## src/rtl/vec_pkg.sv

```systemverilog
// Shared types for the vector issue controller: opcode/register widths,
// FSM state encoding and the latched instruction record.
package vec_pkg;

  localparam int unsigned OPCODE_W   = 7;
  localparam int unsigned VREG_W     = 5;
  // Wide enough for any MAX_VL this block is built with; the top narrows
  // its arithmetic to the configured vector length width.
  localparam int unsigned VL_FIELD_W = 16;

  typedef logic [VREG_W-1:0] vreg_idx_t;

  typedef enum logic [1:0] {
    IDLE,
    HAZARD,
    ISSUE
  } vec_state_t;

  typedef struct packed {
    logic [OPCODE_W-1:0]   opcode;
    vreg_idx_t             vs1;
    vreg_idx_t             vs2;
    vreg_idx_t             vd;
    logic [VL_FIELD_W-1:0] vl;
  } vec_instr_t;

endpackage

```

## src/rtl/vec_scoreboard.sv

```systemverilog
// Per-register pending scoreboard: one bit per architectural vector
// register, a set port, a clear port and three combinational read ports.
// A set and a clear of the same bit in one cycle leaves the bit set.
module vec_scoreboard
  import vec_pkg::*;
#(
  parameter int unsigned NUM_VREGS = 32
) (
  input  logic                 clk,
  input  logic                 rst_n,
  input  logic                 set_en,
  input  vreg_idx_t            set_idx,
  input  logic                 clr_en,
  input  vreg_idx_t            clr_idx,
  input  vreg_idx_t            rd_idx0,
  input  vreg_idx_t            rd_idx1,
  input  vreg_idx_t            rd_idx2,
  output logic                 rd_pend0,
  output logic                 rd_pend1,
  output logic                 rd_pend2,
  output logic [NUM_VREGS-1:0] sb_o
);

  logic [NUM_VREGS-1:0] sb_q;
  logic [NUM_VREGS-1:0] sb_d;

  // Next scoreboard value: clear applied first so a same-cycle set wins
  always_comb begin
    sb_d = sb_q;
    if (clr_en) sb_d[clr_idx] = 1'b0;
    if (set_en) sb_d[set_idx] = 1'b1;
  end

  // Scoreboard register
  always_ff @(posedge clk or negedge rst_n) begin
    if (!rst_n) sb_q <= '0;
    else        sb_q <= sb_d;
  end

  assign rd_pend0 = sb_q[rd_idx0];
  assign rd_pend1 = sb_q[rd_idx1];
  assign rd_pend2 = sb_q[rd_idx2];
  assign sb_o     = sb_q;

endmodule

```

## src/rtl/vec_issue_ctrl.sv

```systemverilog
// Vector issue controller: accepts one decoded instruction, waits out
// RAW/WAW hazards on the register scoreboard, then sequences it to the
// lanes as LANES-element beats.
// Optional feature macro: VEC_ISSUE_PERF_EN enables the stall counter.
module vec_issue_ctrl
  import vec_pkg::*;
#(
  parameter  int unsigned DATA_WIDTH = 32,
  parameter  int unsigned NUM_VREGS  = 32,
  parameter  int unsigned LANES      = 4,
  parameter  int unsigned MAX_VL     = 32,
  localparam int unsigned EIW        = $clog2(MAX_VL),
  localparam int unsigned VLW        = $clog2(MAX_VL + 1)
) (
  input  logic                clk,
  input  logic                rst_n,
  input  logic                instr_valid_i,
  output logic                instr_ready_o,
  input  logic [OPCODE_W-1:0] opcode_i,
  input  logic [VREG_W-1:0]   vs1_i,
  input  logic [VREG_W-1:0]   vs2_i,
  input  logic [VREG_W-1:0]   vd_i,
  input  logic [VLW-1:0]      vl_i,
  output logic                lane_valid_o,
  input  logic                lane_ready_i,
  output logic [OPCODE_W-1:0] lane_opcode_o,
  output logic [VREG_W-1:0]   lane_vs1_o,
  output logic [VREG_W-1:0]   lane_vs2_o,
  output logic [VREG_W-1:0]   lane_vd_o,
  output logic [EIW-1:0]      lane_elem_idx_o,
  output logic [LANES-1:0]    lane_elem_mask_o,
  output logic                lane_last_o,
  input  logic                wb_valid_i,
  input  logic [VREG_W-1:0]   wb_vd_i,
  input  logic                wb_last_i,
  output logic                busy_o,
  output logic [31:0]         stall_cycles_o
);

  // Parser word must be able to carry an opcode; vl must tile into beats
  if (DATA_WIDTH < OPCODE_W || (MAX_VL % LANES) != 0) begin : g_param_check
    $error("vec_issue_ctrl: illegal DATA_WIDTH/LANES/MAX_VL combination");
  end

  vec_state_t           state_q, state_d;
  vec_instr_t           instr_q, instr_d;
  logic [EIW-1:0]       elem_idx_q;
  logic [VLW-1:0]       vl_clamped;
  logic                 accept;
  logic                 sb_set;
  logic                 beat_fire;
  logic                 hazard;
  logic                 pend_vs1, pend_vs2, pend_vd;
  logic [NUM_VREGS-1:0] sb_vec;
  logic [LANES-1:0]     mask_raw;
  logic                 last_raw;

  assign vl_clamped = (vl_i > VLW'(MAX_VL)) ? VLW'(MAX_VL) : vl_i;

  always_comb begin
    instr_d        = '0;
    instr_d.opcode = opcode_i;
    instr_d.vs1    = vs1_i;
    instr_d.vs2    = vs2_i;
    instr_d.vd     = vd_i;
    instr_d.vl     = VL_FIELD_W'(vl_clamped);
  end

  vec_scoreboard #(
    .NUM_VREGS (NUM_VREGS)
  ) u_sb (
    .clk      (clk),
    .rst_n    (rst_n),
    .set_en   (sb_set),
    .set_idx  (instr_q.vd),
    .clr_en   (wb_valid_i & wb_last_i),
    .clr_idx  (wb_vd_i),
    .rd_idx0  (instr_q.vs1),
    .rd_idx1  (instr_q.vs2),
    .rd_idx2  (instr_q.vd),
    .rd_pend0 (pend_vs1),
    .rd_pend1 (pend_vs2),
    .rd_pend2 (pend_vd),
    .sb_o     (sb_vec)
  );

  assign hazard = pend_vs1 | pend_vs2 | pend_vd;

  // Beat shape from the current element index and latched vl
  always_comb begin
    mask_raw = '0;
    for (int unsigned k = 0; k < LANES; k++) begin
      mask_raw[k] = (VL_FIELD_W'(elem_idx_q) + VL_FIELD_W'(k)) < instr_q.vl;
    end
    last_raw = (VL_FIELD_W'(elem_idx_q) + VL_FIELD_W'(LANES)) >= instr_q.vl;
  end

  // FSM state register
  always_ff @(posedge clk or negedge rst_n) begin
    if (!rst_n) state_q <= IDLE;
    else        state_q <= state_d;
  end

  // FSM next-state and handshake outputs
  always_comb begin
    state_d       = state_q;
    instr_ready_o = 1'b0;
    lane_valid_o  = 1'b0;
    accept        = 1'b0;
    sb_set        = 1'b0;
    beat_fire     = 1'b0;
    case (state_q)
      IDLE: begin
        instr_ready_o = 1'b1;
        if (instr_valid_i) begin
          accept = 1'b1;
          // vl == 0 retires on acceptance without touching the lanes
          if (vl_clamped != '0) state_d = HAZARD;
        end
      end
      HAZARD: begin
        if (!hazard) begin
          sb_set  = 1'b1;
          state_d = ISSUE;
        end
      end
      ISSUE: begin
        lane_valid_o = 1'b1;
        if (lane_ready_i) begin
          beat_fire = 1'b1;
          if (last_raw) state_d = IDLE;
        end
      end
      default: state_d = IDLE;
    endcase
  end

  // Latched instruction and element index
  always_ff @(posedge clk or negedge rst_n) begin
    if (!rst_n) begin
      instr_q    <= '0;
      elem_idx_q <= '0;
    end else begin
      if (accept) instr_q <= instr_d;
      if (sb_set)         elem_idx_q <= '0;
      else if (beat_fire) elem_idx_q <= elem_idx_q + EIW'(LANES);
    end
  end

  assign lane_opcode_o    = instr_q.opcode;
  assign lane_vs1_o       = instr_q.vs1;
  assign lane_vs2_o       = instr_q.vs2;
  assign lane_vd_o        = instr_q.vd;
  assign lane_elem_idx_o  = elem_idx_q;
  assign lane_elem_mask_o = (state_q == ISSUE) ? mask_raw : '0;
  assign lane_last_o      = (state_q == ISSUE) & last_raw;
  assign busy_o           = (state_q != IDLE) | (|sb_vec);

`ifdef VEC_ISSUE_PERF_EN
  logic [31:0] stall_q;
  logic        stall_evt;

  assign stall_evt = (state_q == HAZARD) | (lane_valid_o & ~lane_ready_i);

  // Saturating stall counter
  always_ff @(posedge clk or negedge rst_n) begin
    if (!rst_n)                          stall_q <= '0;
    else if (stall_evt && stall_q != '1) stall_q <= stall_q + 32'd1;
  end

  assign stall_cycles_o = stall_q;
`else
  assign stall_cycles_o = '0;
`endif

endmodule

```

## config.mk

```make
export PLATFORM = sky130hd
export DESIGN_NAME = vec_issue_ctrl
export DESIGN_NICKNAME = d
export VERILOG_FILES = /design/src/rtl/vec_pkg.sv /design/src/rtl/vec_scoreboard.sv /design/src/rtl/vec_issue_ctrl.sv
export SDC_FILE = /design/constraint.sdc
export NUM_CORES = 1
export LEC_CHECK = 0
export CAP_MARGIN = 10
export CORE_MARGIN = 2
export CORE_UTILIZATION = 50
export CTS_CLUSTER_SIZE = 10
export DETAILED_ROUTE_END_ITERATION = 8
export DONT_BUFFER_PORTS = 1
export PLACE_DENSITY = 0.74
export SYNTH_ARGS = -nofsm -noshare
export SYNTH_HDL_FRONTEND = slang
export SYNTH_HIERARCHICAL = 1
export SYNTH_SLANG_ARGS = --single-unit
```

## constraint.sdc

```tcl
create_clock -name clk -period 2.7 [get_ports clk]
set_clock_uncertainty 0.1 [all_clocks]
set_input_delay 0.27 -clock clk [delete_from_list [all_inputs] [get_ports clk]]
set_output_delay 0.27 -clock clk [all_outputs]
set_load 0.02 [all_outputs]
```

==> flow_summary.ini <==
[status]
status = finished, violations left
violations_in_the_final_reports = setup timing

[floorplanning]
die_w_um = 99.11
count_of_standard_cell_rows = 34
pin_count = 106
floorplan.initialDensity = 0.5161
dieArea_um2 = 9823
design.core.area_um2 = 8763
chipHeight_um = 99.11

[synth]
synth_ff_type = dfrtp_1
synth_warnings = 6
synth_most_common_cell = o21ai_0
syn_inst = 460
synth_xor_area_frac = 0.005809
yosys.area_share.adder = 0.03873
synth_seq_area_share = 0.3596
synth-simple-area-share = 0.1416
synth-edff-count = 0
synth.distinct_cells = 45
post_synth_mux_area_share = 0.1801
combinational_family_with_the_most_area_after_synthesis = multiplexers
asyncSetResetFlopFracSynth = 1.000
synth_common_cells = o21ai_0 (72), dfrtp_1 (65), buf_4 (56)
synth_top_area_share = 0.3596
syn_area_per_cell_um2 = 9.833
library_cell_occupying_the_most_area_in_the_post_synthesis_netlist = dfrtp_1
netlist_area_um2 = 4523
synth_compound_area_frac = 0.1441
postSynthRegisterBits = 65
ys_top_cells_by_area = dfrtp_1 (36%), mux2i_1 (11%), buf_4 (9.3%)

[power]
power.switching_fraction = 0.4279
total_switching_power_mw = 2.623
static-leakage-power_nw = 2.355
p_total_mw = 6.130
power.density_nw_per_um2 = 1164
max-vdd-ir-drop_uv = 647.6
power.clock.fraction = 0.159
cellInternalPower_mw = 3.507
power_frac_comb = 0.511
pwr-share-seq = 0.330

[routing]
antenna_left = 0
drt-wirelength-per-cell_um = 19.40
drc = 0
drt-pass1-iter-count = 7
routed-via-count = 3754
first_iter_violations = 417
drt_wl_total_mm = 12.18
route.detailed.vias_per_inst = 5.978

[layout]
fraction_of_final_layout_cells_sized_beyond_drive_strength_1 = 0.2019
diodes = 0
nNetsFinal = 568
finalNonFillerCells = 628
syn_to_final_growth_pct = 16.40

[grt]
grt_max_degree = 66
first_global_vias = 3768
grt_pass1_wl_mm = 19.38
grt-ovfl-total = 0
grt_antenna_before_repair = 0
grt.total_usage = 0.2483

[worst_setup_path]
timing.critical_path.arrival_ns = 2.97
timing.critical_path.required_ns = 2.87
timing.critical_path.cells = buf_12, mux2i_1, a22oi_1, nand4b_1, a21oi_1, a311o_1, or3_4, nor3_4, or3b_4, o21ai_2
worstPathMaxFanout = 14
worstRegToRegCells = 10
path_class = reg -> reg
worst_r2r_startpoint = lane_vs1_o[1]
critPathMaxStageDelay_ns = 0.49
start_kind = flop
slowest_stage = or3b_4
worst_setup_path_startpoint = lane_vs1_o[1]
timing.critical_path.to_type = flop

[timing]
fin_crit_ns = 2.800
final_max_slew_viol_count = 0
timing.setup.tns_ns = -0.6363
fmaxAchievable_ghz = 0.3572
slew-limit-headroom = 0.4744
hold_violations = 0
setup-violations-final = 8
post_layout_worst_setup_margin_ns = -0.09982
worst_pin_slew_ns = 0.7855
grt_setup_unrepaired = true
whs_ns = 0.01090
final_min_period_over_clock_period = 1.037

[clocking]
clock_tree_from_tritoncts = done
clock_pin_transition_on_the_worst_setup_and_hold_timing_paths_ns = 0.07
clock_latency_ns = 0.34
tritoncts.num_buffers = 9
clock-root-buffer = clkbuf_8
cts-htree-levels = 3
cts.path.max_buffers = 2
clock_sink_count = 65

[place]
cells_after_dpl = 568
place.port_buffers = 0
dpl.hpwl_mm = 8.008
gp_congestion = 0.9429

[min_path]
hold_depth = 2
min-delay-start = vl_i[5]
hold_class = in -> reg

[flow_run]
max-cap-violations = 0
registers in the layout, indices dropped and copies added (netlist names):
register         count
lane_opcode_o        7
lane_vd_o            5
instr_q              6
lane_vs1_o           5
lane_elem_idx_o      3
lane_vs2_o           5
state_q              2
u_sb/sb_o           32
stage by stage:
step	worst slack [ns]	area, um^2	utilization
final	-0.09982	5265	0.6008
after global routing	-0.1843	5265	0.6008
after CTS	-0.06136	5255	0.5997
after detailed placement	-0.1202	4531	0.5170
after global placement	-0.01218	4531	0.5170
after floorplan	-0.07467	4682	-
power by group through the flow:
| stage | clock network, mW | registers (mW) | logic (mW) |
|---|---|---|---|
| 2_1_floorplan | 0 | 1.75 | 2.54 |
| 3_3_place_gp | 0 | 1.98 | 2.72 |
| 3_5_place_dp | 0 | 1.99 | 2.80 |
| 4_1_cts | 0.991 | 2.00 | 3.08 |
| 5_1_grt | 1.03 | 2.06 | 3.40 |
| 6_report | 0.974 | 2.02 | 3.13 |
final cells by class:
| cell class | instances | area [um^2] |
|---|---|---|
| clock inverter | 4 | 73.82 |
| fill | 727 | 3498 |
| inverter | 8 | 30.03 |
| timing repair buffer | 76 | 744.5 |
| multi-input combinational | 355 | 2485 |
| tap | 108 | 135.1 |
| clock buffer | 12 | 165.2 |
| sequential | 65 | 1632 |
timing repair:
action | in CTS | in global routing
hold buffers | 33 | 0
gates cloned | 2 | 0
setup buffers | 8 | 2
resized for setup | 6 | 29
pin swaps | 13 | 5
setup endpoints to repair | 17 | 35
hold endpoints to repair | 95 | 0
cells by family (layout without fill, tap and decap cells):
family,after synthesis,after routing
AO/OA/AOI/OAI,113,113
multiplexers,71,71
XOR/XNOR,3,3
buffers and inverters,76,100
flip-flops,65,65
other,1,37
AND/OR/NAND/NOR,117,117
adder cells (fa/ha/maj),14,14
final timing paths:
| kind | to | slack [ns] |
|---|---|---|
| min | instr_q[2] | 0.01 |
| min reg2reg | instr_q[4] | 0.40 |
| max in group asynchronous | lane_elem_idx_o[3] | 1.82 |
| max reg2reg | u_sb/sb_o[12] | -0.1 |
| min in group asynchronous | lane_vd_o[3] | 0.38 |
| max | u_sb/sb_o[12] | -0.1 |
layout by cell type (no fill, tap or decap), types with 3 or more instances in the layout:
master / count
a211oi_1: 7
a21oi_1: 13
a22oi_1: 12
a311o_1: 3
and2_1: 4
and2b_1: 3
buf_12: 4
buf_4: 37
clkbuf_8: 12
conb_1: 37
dfrtp_1: 61
dfrtp_2: 4
dlygate4sd3_1: 32
ha_1: 14
inv_1: 7
mux2_2: 3
mux2_4: 20
mux2i_1: 48
nand2_1: 34
nand2b_1: 8
nand3_1: 13
nand3b_1: 10
nand4b_1: 3
nor2_1: 12
nor3_1: 3
nor4_1: 8
o21ai_0: 43
o21ai_1: 24
o21ai_2: 5
or3b_2: 3
routing by layer:
layer / track usage / share of wire / vias up / wire length (um)
met5: 0 / 0 / - / 0
met4: 0.1054 / 0.032 / 0 / 393
met3: 0.05692 / 0.077 / 39 / 937
met2: 0.4205 / 0.50 / 216 / 6112
met1: 0.3049 / 0.39 / 1812 / 4738
li1: - / - / 1687 / -
worst max-delay path: cells and delay by family, from the launching register on:
kind            cells  cell delay, ns
mux                 1            0.19
buf+inv             1            0.17
simple gates        4            1.19
flops               1            0.40
compound gates      4            0.66
(Power assumes the default switching activity.)
